**src/rtl/fill_valve_arbiter.sv**
```systemverilog
`default_nettype none
// +--------------------------------------------------------------------------+
// | fill_valve_arbiter: round-robin sharing of one inlet valve, settle gap.  |
// | Optional watchdog: FILL_WATCHDOG_EN.  Revision 1.0                       |
// +--------------------------------------------------------------------------+
module fill_valve_arbiter #(
  parameter int N_MACHINES      = 4,
  parameter int MAX_FILL_CYCLES = 1024,
  parameter int SETTLE_CYCLES   = 8
) (
  input  logic                          clk,
  input  logic                          reset,
  input  logic [N_MACHINES-1:0]         fill_req_i,
  input  logic [N_MACHINES-1:0]         filled_i,
  input  logic [N_MACHINES-1:0]         fault_clr_i,
  output logic [N_MACHINES-1:0]         grant_o,
  output logic [$clog2(N_MACHINES)-1:0] grant_id_o,
  output logic                          valve_open_o,
  output logic                          busy_o,
  output logic [N_MACHINES-1:0]         fill_fault_o
);

  localparam int ID_W = $clog2(N_MACHINES);
  localparam int SW   = $clog2(SETTLE_CYCLES + 1);

  typedef enum logic [1:0] {
    S_IDLE   = 2'd0,
    S_FILL   = 2'd1,
    S_SETTLE = 2'd2
  } state_t;

  state_t                state_q;
  logic [N_MACHINES-1:0] grant_q;
  logic [ID_W-1:0]       grant_id_q;
  logic                  valve_q;
  logic                  busy_q;
  logic [ID_W-1:0]       rr_ptr_q;
  logic [SW-1:0]         settle_cnt_q;
  logic [N_MACHINES-1:0] fill_fault_q;

  logic [N_MACHINES-1:0] w_eligible;
  logic [ID_W-1:0]       w_idx;
  logic [ID_W-1:0]       w_pick_id;
  logic                  w_found;
  logic                  w_expire;
  logic                  w_end;

  assign w_eligible = fill_req_i & ~fill_fault_q;

  // First eligible machine strictly after rr_ptr, wrapping at N_MACHINES.
  always_comb begin
    w_idx     = '0;
    w_pick_id = '0;
    w_found   = 1'b0;
    for (int k = 1; k <= N_MACHINES; k++) begin
      w_idx = ID_W'((int'(rr_ptr_q) + k) % N_MACHINES);
      if (!w_found && w_eligible[w_idx]) begin
        w_found   = 1'b1;
        w_pick_id = w_idx;
      end
    end
  end

`ifdef FILL_WATCHDOG_EN
  localparam int CNT_W = $clog2(MAX_FILL_CYCLES + 1);

  logic [CNT_W-1:0]      fill_cnt_q;
  logic [N_MACHINES-1:0] w_fault_set;

  // Expiry is flagged on the cycle whose edge would bring fill_cnt to the limit.
  assign w_expire    = (state_q == S_FILL) && (fill_cnt_q >= CNT_W'(MAX_FILL_CYCLES - 1));
  assign w_fault_set = w_expire ? (grant_q & ~filled_i) : '0;

  always_ff @(posedge clk or negedge reset) begin
    if (!reset) begin
      fill_cnt_q <= '0;
    end else if (state_q != S_FILL) begin
      fill_cnt_q <= '0;
    end else if (fill_cnt_q != CNT_W'(MAX_FILL_CYCLES)) begin
      fill_cnt_q <= fill_cnt_q + 1'b1;
    end
  end

  always_ff @(posedge clk or negedge reset) begin
    if (!reset) begin
      fill_fault_q <= '0;
    end else begin
      fill_fault_q <= (fill_fault_q & ~fault_clr_i) | w_fault_set;
    end
  end
`else
  logic w_unused_cfg;

  assign w_expire     = 1'b0;
  assign fill_fault_q = '0;
  assign w_unused_cfg = ^{fault_clr_i, 32'(MAX_FILL_CYCLES)};
`endif

  assign w_end = filled_i[grant_id_q] | ~fill_req_i[grant_id_q] | w_expire;

  always_ff @(posedge clk or negedge reset) begin
    if (!reset) begin
      state_q      <= S_IDLE;
      grant_q      <= '0;
      grant_id_q   <= '0;
      valve_q      <= 1'b0;
      busy_q       <= 1'b0;
      rr_ptr_q     <= ID_W'(N_MACHINES - 1);
      settle_cnt_q <= '0;
    end else begin
      case (state_q)
        S_IDLE: begin
          if (w_found) begin
            state_q    <= S_FILL;
            grant_q    <= N_MACHINES'(1) << w_pick_id;
            grant_id_q <= w_pick_id;
            valve_q    <= 1'b1;
            busy_q     <= 1'b1;
          end else begin
            grant_q    <= '0;
            grant_id_q <= '0;
            valve_q    <= 1'b0;
            busy_q     <= 1'b0;
          end
        end
        S_FILL: begin
          if (w_end) begin
            state_q      <= S_SETTLE;
            grant_q      <= '0;
            grant_id_q   <= '0;
            valve_q      <= 1'b0;
            rr_ptr_q     <= grant_id_q;
            settle_cnt_q <= '0;
          end
        end
        S_SETTLE: begin
          if (settle_cnt_q == SW'(SETTLE_CYCLES - 1)) begin
            state_q <= S_IDLE;
            busy_q  <= 1'b0;
          end else begin
            settle_cnt_q <= settle_cnt_q + 1'b1;
          end
        end
        default: begin
          state_q    <= S_IDLE;
          grant_q    <= '0;
          grant_id_q <= '0;
          valve_q    <= 1'b0;
          busy_q     <= 1'b0;
        end
      endcase
    end
  end

  assign grant_o      = grant_q;
  assign grant_id_o   = grant_id_q;
  assign valve_open_o = valve_q;
  assign busy_o       = busy_q;
  assign fill_fault_o = fill_fault_q;

endmodule
`default_nettype wire

```
**config.mk**
```make
export PLATFORM = sky130hd
export DESIGN_NAME = fill_valve_arbiter
export DESIGN_NICKNAME = d
export VERILOG_FILES = /design/src/rtl/fill_valve_arbiter.sv
export SDC_FILE = /design/constraint.sdc
export NUM_CORES = 1
export LEC_CHECK = 0
export CORE_MARGIN = 8
export CORE_UTILIZATION = 45
export CTS_CLUSTER_DIAMETER = 50
export CTS_CLUSTER_SIZE = 20
export DETAILED_ROUTE_END_ITERATION = 8
export PLACE_DENSITY_LB_ADDON = 0.1
export SYNTH_ARGS = -nofsm -noshare
export SYNTH_HDL_FRONTEND = slang
export SYNTH_SLANG_ARGS = --single-unit
```
**constraint.sdc**
```tcl
create_clock -name clk -period 2 [get_ports clk]
set_input_delay 0.2 -clock clk [delete_from_list [all_inputs] [get_ports clk]]
set_output_delay 0.2 -clock clk [all_outputs]
set_load 0.05 [all_outputs]
```
==> out/metrics.yaml, run 1 <==
yosys:
  synth_top_family_by_area: "compound AO/OA/AOI/OAI gates"
  synth_xor_area_share_pct: 1.03
  yosysUniqueCellTypes: 36
  synth.avg_cell_area_um2: 10.7
  synthMuxAreaShare_pct: 5.02
  synth_top_area_cell: "dfrtp_1"
  synth.area.top_cells: "dfrtp_1 41%, dfstp_2 6.2%, a32o_1 4.7%"
  synthAdderAreaFrac_pct: 1.48
  netlist_instances: 79
  netlist_area_um2: 847
  synth_compound_area_share_pct: 20.2
  yosysSeqAreaShare_pct: 47.6
  post-synth-top-area-fraction_pct: 41.4
  synth-simple-area-share_pct: 19.4
  yosys_warnings: 0
  synth_seq_cells: 16
power:
  p_sw_share_pct: 44.9
  intPower_w: 0.000968
  ir_worst_vdd_v: 0.00128
  p_sw_w: 0.000790
  combPwrFrac_pct: 53.5
  p_seq_share_pct: 34.2
  p_total_w: 0.00176
  p_per_area_nw_per_um2: 1580
  p_leak_nw: 0.500
  clkPwrFrac_pct: 12.3
global_routing:
  grt_util_met2_pct: 17.9
  grt_max_degree: 17
  grt_pass1_wl_mm: 3.22
  antenna_found_initial: 0
  grt_pass1_vias: 693
  gr-usage-met1_pct: 15.2
  grt_util_met3_pct: 2.82
  grt-busiest-layer: "met2"
  grt_usage_pct: 12.0
  grt_remaining_overflow: 0
clock_network:
  clk_pin_slew_ps: 100
  cts_root_buffer: "clkbuf_4"
  cts.path.max_buffers: 2
  cts_setup_buffers: 0
  cts_tree: "yes"
  numCtsBuffers: 3
  cts_resized: 0
  hold_buffers: 0
  worstSkewPairLatency_ps: 290
  cts_max_level: 1
  cts.sinks: 16
timing:
  clock.fmax_ghz: 0.538
  post-route-period-util_pct: 92.9
  holdWs_ps: 212
  finalSetupViolations: 0
  rsz0062_at_grt: "no"
  fin_tns_setup_ps: 0
  finalHoldViolations: 0
  drv_slew: 0
  slew-limit-headroom_pct: 66.3
  clock_skew_ps: 2.86
  fin_crit_ps: 1860
  fin_ws_ps: 143
  tightestPinTransition_ps: 500
floorplan:
  io_pins: 26
  num_rows: 15
  die_width_um: 59.4
  dieArea_um2: 3530
  start_util_pct: 48.5
  chipHeight_um: 59.4
  coreArea_um2: 1750
routing:
  drtPass1Iterations: 4
  routed_wl_mm: 1.90
  wl_per_cell_um: 14.6
  ant_nets: 0
  route.detailed.drc: 0
  viasPerCell: 5.47
  vias: 711
  drt_iter0_drc: 24
final_layout:
  stdcell_area_um2: 1120
  n_antenna_cell: 0
  finalNetCount: 121
  area_growth_pct: 31.8
  fillers: 157
  drive_above_1_share_pct: 16.2
hold_path:
  hold_class: "input pin to asynchronous set/reset pin"
placement:
  place_area_um2: 1080
  gp_congestion: 0.874
  place_ws_ps: -23.9
  portBuffers: 17
  dpl.hpwl_mm: 1.47
critical_path:
  path_class: "flip-flop to flip-flop"
  required_ps: 2190
  crit_fanout: 7
  start_kind: "flip-flop"
  cp.arrival_ps: 2050
  critPathCaptureType: "flip-flop"
job:
  cap_viol_max_count: 0
status:
  status: "complete, no violations"
## power groups by stage
stage	combinational, W	clock, W	sequential, W
finish	0.000942	0.000216	0.000601
global route	0.00102	0.000232	0.000622
CTS	0.000948	0.000220	0.000601
detailed placement	0.000946	0	0.000607
global placement	0.000931	0	0.000603
floorplan	0.000421	0	0.000818
## path summary, 6_finish.rpt
kind	endpoint	cells after the start	slack [ps]	start
min	valve_open_o	2	210	reset
max reg2reg	grant_id_o[0]	4	140	grant_id_o[1]
max	grant_id_o[0]	4	140	grant_id_o[1]
min in group clk	valve_open_o	1	490	valve_open_o
min reg2reg	valve_open_o	1	490	valve_open_o
max in group asynchronous	rr_ptr_q[0]	2	1540	reset
## state kept, by name, summed over array words and instances (netlist names)
name          count
state_q           2
grant_id_o        2
valve_open_o      1
rr_ptr_q          2
busy_o            1
settle_cnt_q      4
grant_o           4
## metal layers
metal | routed length [um] | part of all wire (%) | up-vias
met3 | 104 | 5.5 | 5
li1 | - | - | 345
met5 | 0 | 0 | -
met1 | 955 | 50 | 345
met2 | 795 | 42 | 16
met4 | 41 | 2.2 | 0
## kinds of logic (layout without fill, tap and decap cells)
group,after synthesis,count (layout)
muxes,4,4
xor gates and xnor gates,1,1
adders and majority gates,1,1
other,1,4
AOI/OAI and AO/OA,22,22
and+or+nand+nor,27,27
buffers and inverters,7,30
DFF,16,16
## placed cells by master, fill, tap and decap left out, types with 2 or more instances in the layout
master and instances:
dfrtp_1 13, clkdlybuf4s50_1 17, o21ai_0 3, nor2b_1 4, clkbuf_4 3, dfstp_2 2
a22o_1 2, nand2b_1 2, nor4bb_1 2, inv_1 2, nor2_1 4, nand2_1 8
buf_4 7, mux2i_1 2, a32o_1 4, conb_1 4, a21o_1 2, mux2_1 2
a21oi_1 2
## cell type report
type                            count  area [um2]  share of cell area (%)
Tap cell                           25        31.3                    2.80
Sequential cell                    16         404                    36.2
Timing Repair Buffer               24         223                    20.0
Multi-Input combinational cell     59         414                    37.1
Clock buffer                        4        36.3                    3.25
Inverter                            2        7.51                   0.673
## critical path, stage by stage, from the launching register on
cell and delay, ps:
dfrtp_1 470, and4b_1 220, o41ai_1 500, nand2b_1 280, a22o_1 290
## synthesized netlist by cell type
master    count
dfrtp_1      14
nand2_1       8
a32o_1        4
buf_4         4
nor2_1        4
nor2b_1       4
o21ai_0       3
a21o_1        2
a21oi_1       2
a22o_1        2
dfstp_2       2
inv_1         2
mux2_1        2
mux2i_1       2
nand2b_1      2
nor4bb_1      2
a21boi_1      1
a221o_1       1
a221oi_1      1
and3_1        1
and4_1        1
and4b_1       1
clkbuf_1      1
conb_1        1
ha_1          1
nor2_4        1
nor3_1        1
nor4b_1       1
o211ai_1      1
o21ai_1       1
o221a_2       1
o221ai_1      1
o22ai_1       1
o41ai_1       1
or4_4         1
xor2_1        1
## stage by stage
stage	instances	util, %
2_1_floorplan	82	-
3_3_place_gp	126	61.9
3_5_place_dp	126	61.9
4_1_cts	130	63.9
5_1_grt	130	63.9
6_report	130	63.9
(Power assumes the default switching activity.)
==> inputs of run 2 (changes only) <==
SLEW_MARGIN = 20   (was default)
==> results of run 2 <==
Final layout, timing and power as in run 1 (identical DEF).
==> RTL edit 1: new RTL, settings of run 2 <==
Build with the macro `FILL_WATCHDOG_EN` defined.
--- a/src/rtl/fill_valve_arbiter.sv
+++ b/src/rtl/fill_valve_arbiter.sv
@@ -4,4 +4,6 @@
 // | Optional watchdog: FILL_WATCHDOG_EN.  Revision 1.0                       |
 // +--------------------------------------------------------------------------+
+`define FILL_WATCHDOG_EN
+
 module fill_valve_arbiter #(
   parameter int N_MACHINES      = 4,
Behaviour: no difference found for any inputs over 10 cycles, from zero or initial values and one cycle with reset low; that may be too few to reach the edited logic, so the function may still have changed.
==> RTL edit 1 against run 2 <==
  * Power rose by 51%
  * Critical endpoint is now grant_id_o[1]
  * Critical path depth shrank 3
  * Final area is 92% higher
  * Largest power group unchanged
  * Sequential cell count rose by 15
  * Synthesized area grew 100%
  * Non-clock buffer count up 11
  * First-iteration DRC count grew to 2.9 times the old value
  * Worst setup slack gained 0.13 ns
  * Synthesized cell count is 110% higher
  * Wire length increased by 110%
  * Worst hold slack better by 0.10 ns
==> RTL edit 1: results (changes against run 2) <==
| Metric | Value |
|---|---|
| Status | completed |
| CTS buffer count | 5 (+2) |
| Data arrival time of the critical path | 1.53 ns (-0.52 ns) |
| Worst R2R End | grant_o[3] |
| First-pass GRT wire length | 7182 um (+120%) |
| Internal power | 1.535 mW (+58%) |
| Number of global-route vias before repair | 1432 (+110%) |
| Seq group | 0.954 mW (+59%) |
| Combinational Power Share | 0.463 (-0.072) |
| Slowest stage cell, crit path | clkdlybuf4s50_1 |
| Register area share after synthesis | 0.4584 (-0.01726) |
| Top cells by count, synth | dfrtp_1, inv_1, nor2_1 |
| Root Buffer | clkbuf_8 |
| Fin Hold WS | 0.3130 ns (+0.1010 ns) |
| M1 wire length | 1795 um (+88%) |
| PwrDens | 1233 mW/mm^2 (-22%) |
| CTS clk-pin slew, worst paths | 0.06 ns (-0.04 ns) |
| GRT Overall Usage | 0.1491 (+0.02888) |
| H-tree levels | 2 (+1) |
| Leakage | 0.9303 nW (+86%) |
| Initial DRC Count | 69 (+190%) |
| Share of cells above drive strength 1 | 0.1287 (-0.03319) |
| RR Startpoint | rr_ptr_q[1] |
| Setup WS pre-CTS | 0.01654 ns (+0.04043 ns) |
| Placer Congestion | 0.8890 (+1.7%) |
| NumNets Final | 218 (+80%) |
| Peak supply drop | 542.1 uV (-58%) |
| Least-Margin Pin Slew | 0.5055 ns (+0.005114 ns) |
| DP Area | 0.002066 mm^2 (+91%) |
RTL edit 1: area by class of cell:
| class | count | area [um^2] |
|---|---|---|
| Multi-Input combinational cell | 113 | 845.8 |
| Sequential cell | 31 | 778.2 |
| Timing Repair Buffer | 35 | 325.3 |
| Tap cell | 48 | 60.06 |
| Clock inverter | 1 | 5.005 |
| Fill cell | 335 | 1486 |
| Clock buffer | 7 | 76.32 |
| Inverter | 15 | 56.30 |
RTL edit 1: kinds of logic after synthesis:
family | Yosys count | synth area share
xor+xnor | 11 | 0.05674
compound gates | 33 | 0.1776
fa+ha+maj | 4 | 0.02801
simple gates | 60 | 0.1960
buf+inv | 19 | 0.04347
flops | 31 | 0.4584
mux | 5 | 0.03979
RTL edit 1: per-layer routing:
| metal | up-vias | global-route usage |
|---|---|---|
| met4 | 0 | 0.05660 |
| met5 | - | 0 |
| met1 | 655 | 0.1881 |
| li1 | 669 | - |
| met2 | 45 | 0.2174 |
| met3 | 5 | 0.06797 |
==> RTL edit 2: new RTL, config.mk and constraints of run 2 <==
Without the edit above. Encoding of `state_t`: now one-hot (3 bits for 3 states).
--- a/src/rtl/fill_valve_arbiter.sv
+++ b/src/rtl/fill_valve_arbiter.sv
@@ -24,8 +24,8 @@
   localparam int SW   = $clog2(SETTLE_CYCLES + 1);
 
-  typedef enum logic [1:0] {
-    S_IDLE   = 2'd0,
-    S_FILL   = 2'd1,
-    S_SETTLE = 2'd2
+  typedef enum logic [2:0] {
+    S_IDLE   = 3'b001,
+    S_FILL   = 3'b010,
+    S_SETTLE = 3'b100
   } state_t;
 
Check against the original RTL: same outputs for any inputs over 10 cycles, from zero or initial values and one cycle with reset low; not proved beyond that.
==> RTL edit 2 against run 2 <==
  * Final area grew 7.6%
  * Wire length increased by 4.2%
  * Worst setup slack worse by 0.041 ns
  * Power shrank 6.7%
  * Clock skew up 0.00095 ns
  * Via count increased by 5.6%
  * Sequential cell count is 1 higher
  * Synthesized area is 10% higher
  * Critical path type unchanged
  * Largest power group unchanged
==> RTL edit 2: results (changes against run 2) <==
| Metric | Value |
|---|---|
| Status | completed |
| Peak supply drop | 877.3 uV (-31%) |
| Wire length on met3 | 81 um (-22%) |
| Relative slew slack | 0.6647 (+0.001822) |
| Synth cell types | 43 (+19%) |
| First-pass GRT wire length | 3070 um (-4.7%) |
| Busiest grt layer | met2 |
| Met3 usage | 0.02296 (-0.005235) |
| Drt via density | 5.403 (-1.2%) |
| Avg Cell Area, Syn | 10.87 um^2 (+1.4%) |
| M1 GR Usage | 0.1463 (-0.005860) |
| Setup WS pre-CTS | -0.09362 ns (-0.06972 ns) |
| Placer Congestion | 0.7861 (-10%) |
| Diodes inserted | 0 (unchanged) |
| Initial DRC Count | 13 (-46%) |
| FILL cells | 193 (+23%) |
| Antenna violations before repair | 0 (unchanged) |
| Clock Skew | 0.003818 ns (+0.0009541 ns) |
| Post-detail-place hpwl | 1578 um (+7.5%) |
| Register area share after synthesis | 0.4592 (-0.01646) |
| Met2 routed WL | 894 um (+12%) |
| DP Area | 0.001175 mm^2 (+8.8%) |
| GRT Overall Usage | 0.1065 (-0.01370) |
| Synth top area cells | dfrtp_1, dfstp_2, mux2i_1 |
| Yosys warns | 0 (unchanged) |
| Pin count of the biggest net entering global routing | 10 (-7) |
| M1 wire length | 985 um (+3.1%) |
| Routed WL | 1976 um (+4.2%) |
| Leakage | 0.5201 nW (+4.1%) |
| Post-route insts no fill | 139 (+6.9%) |
RTL edit 2: cell types whose count changed after synthesis, sizes merged, moves of 2 or more:
cell / delta
a32o: -2
and4bb: +2
nand2: -3
o2bb2ai: +3
a21oi: +2
nor3b: +2
nand3b: +3
nor2b: -3
nor4bb: -2
RTL edit 2: path summary, 6_finish.rpt:
| path | start | end | slack [ns] | depth (start not counted) |
|---|---|---|---|---|
| min in group clk | busy_o | busy_o | 0.49 | 1 |
| worst min-delay path | reset | settle_cnt_q[2] | 0.21 | 1 |
| max in group asynchronous | reset | state_q[0] | 1.22 | 2 |
| worst min register to register | busy_o | busy_o | 0.49 | 1 |
| worst max-delay path | grant_id_o[0] | grant_id_o[0] | 0.10 | 4 |
| worst max register to register | grant_id_o[0] | grant_id_o[0] | 0.10 | 4 |
RTL edit 2: layout make-up:
class,instances,area (um^2),share of cell area
sequential,17,431.7,0.3594
inverter,1,3.754,0.003125
multi-input combinational,65,475.5,0.3958
clock buffer,4,26.28,0.02188
timing repair buffer,25,230.2,0.1917
tap,27,33.78,0.02813
RTL edit 2: cells by family after synthesis:
logic type,Yosys count,share of synthesized area
buffers and inverters,7,0.04418
AOI/OAI and AO/OA,26,0.2062
adders and majority gates,1,0.01338
xor gates and xnor gates,1,0.009373
DFF,17,0.4592
other,1,0.004012
and+or+nand+nor,28,0.2075
muxes,5,0.05622
RTL edit 2: power groups by stage:
stage	Combinational (mW)	Clock, mW	Sequential [mW]
after CTS	0.832	0.189	0.635
after global placement	0.820	0	0.635
after global routing	0.888	0.196	0.660
after detailed placement	0.828	0	0.640
final	0.824	0.181	0.636
after floorplan	0.438	0	0.771
RTL edit 2: critical path, stage by stage (launching register included):
cell and delay, ns:
dfrtp_2 0.45, and4b_2 0.25, or4_4 0.58, a31o_4 0.29, a22o_1 0.23
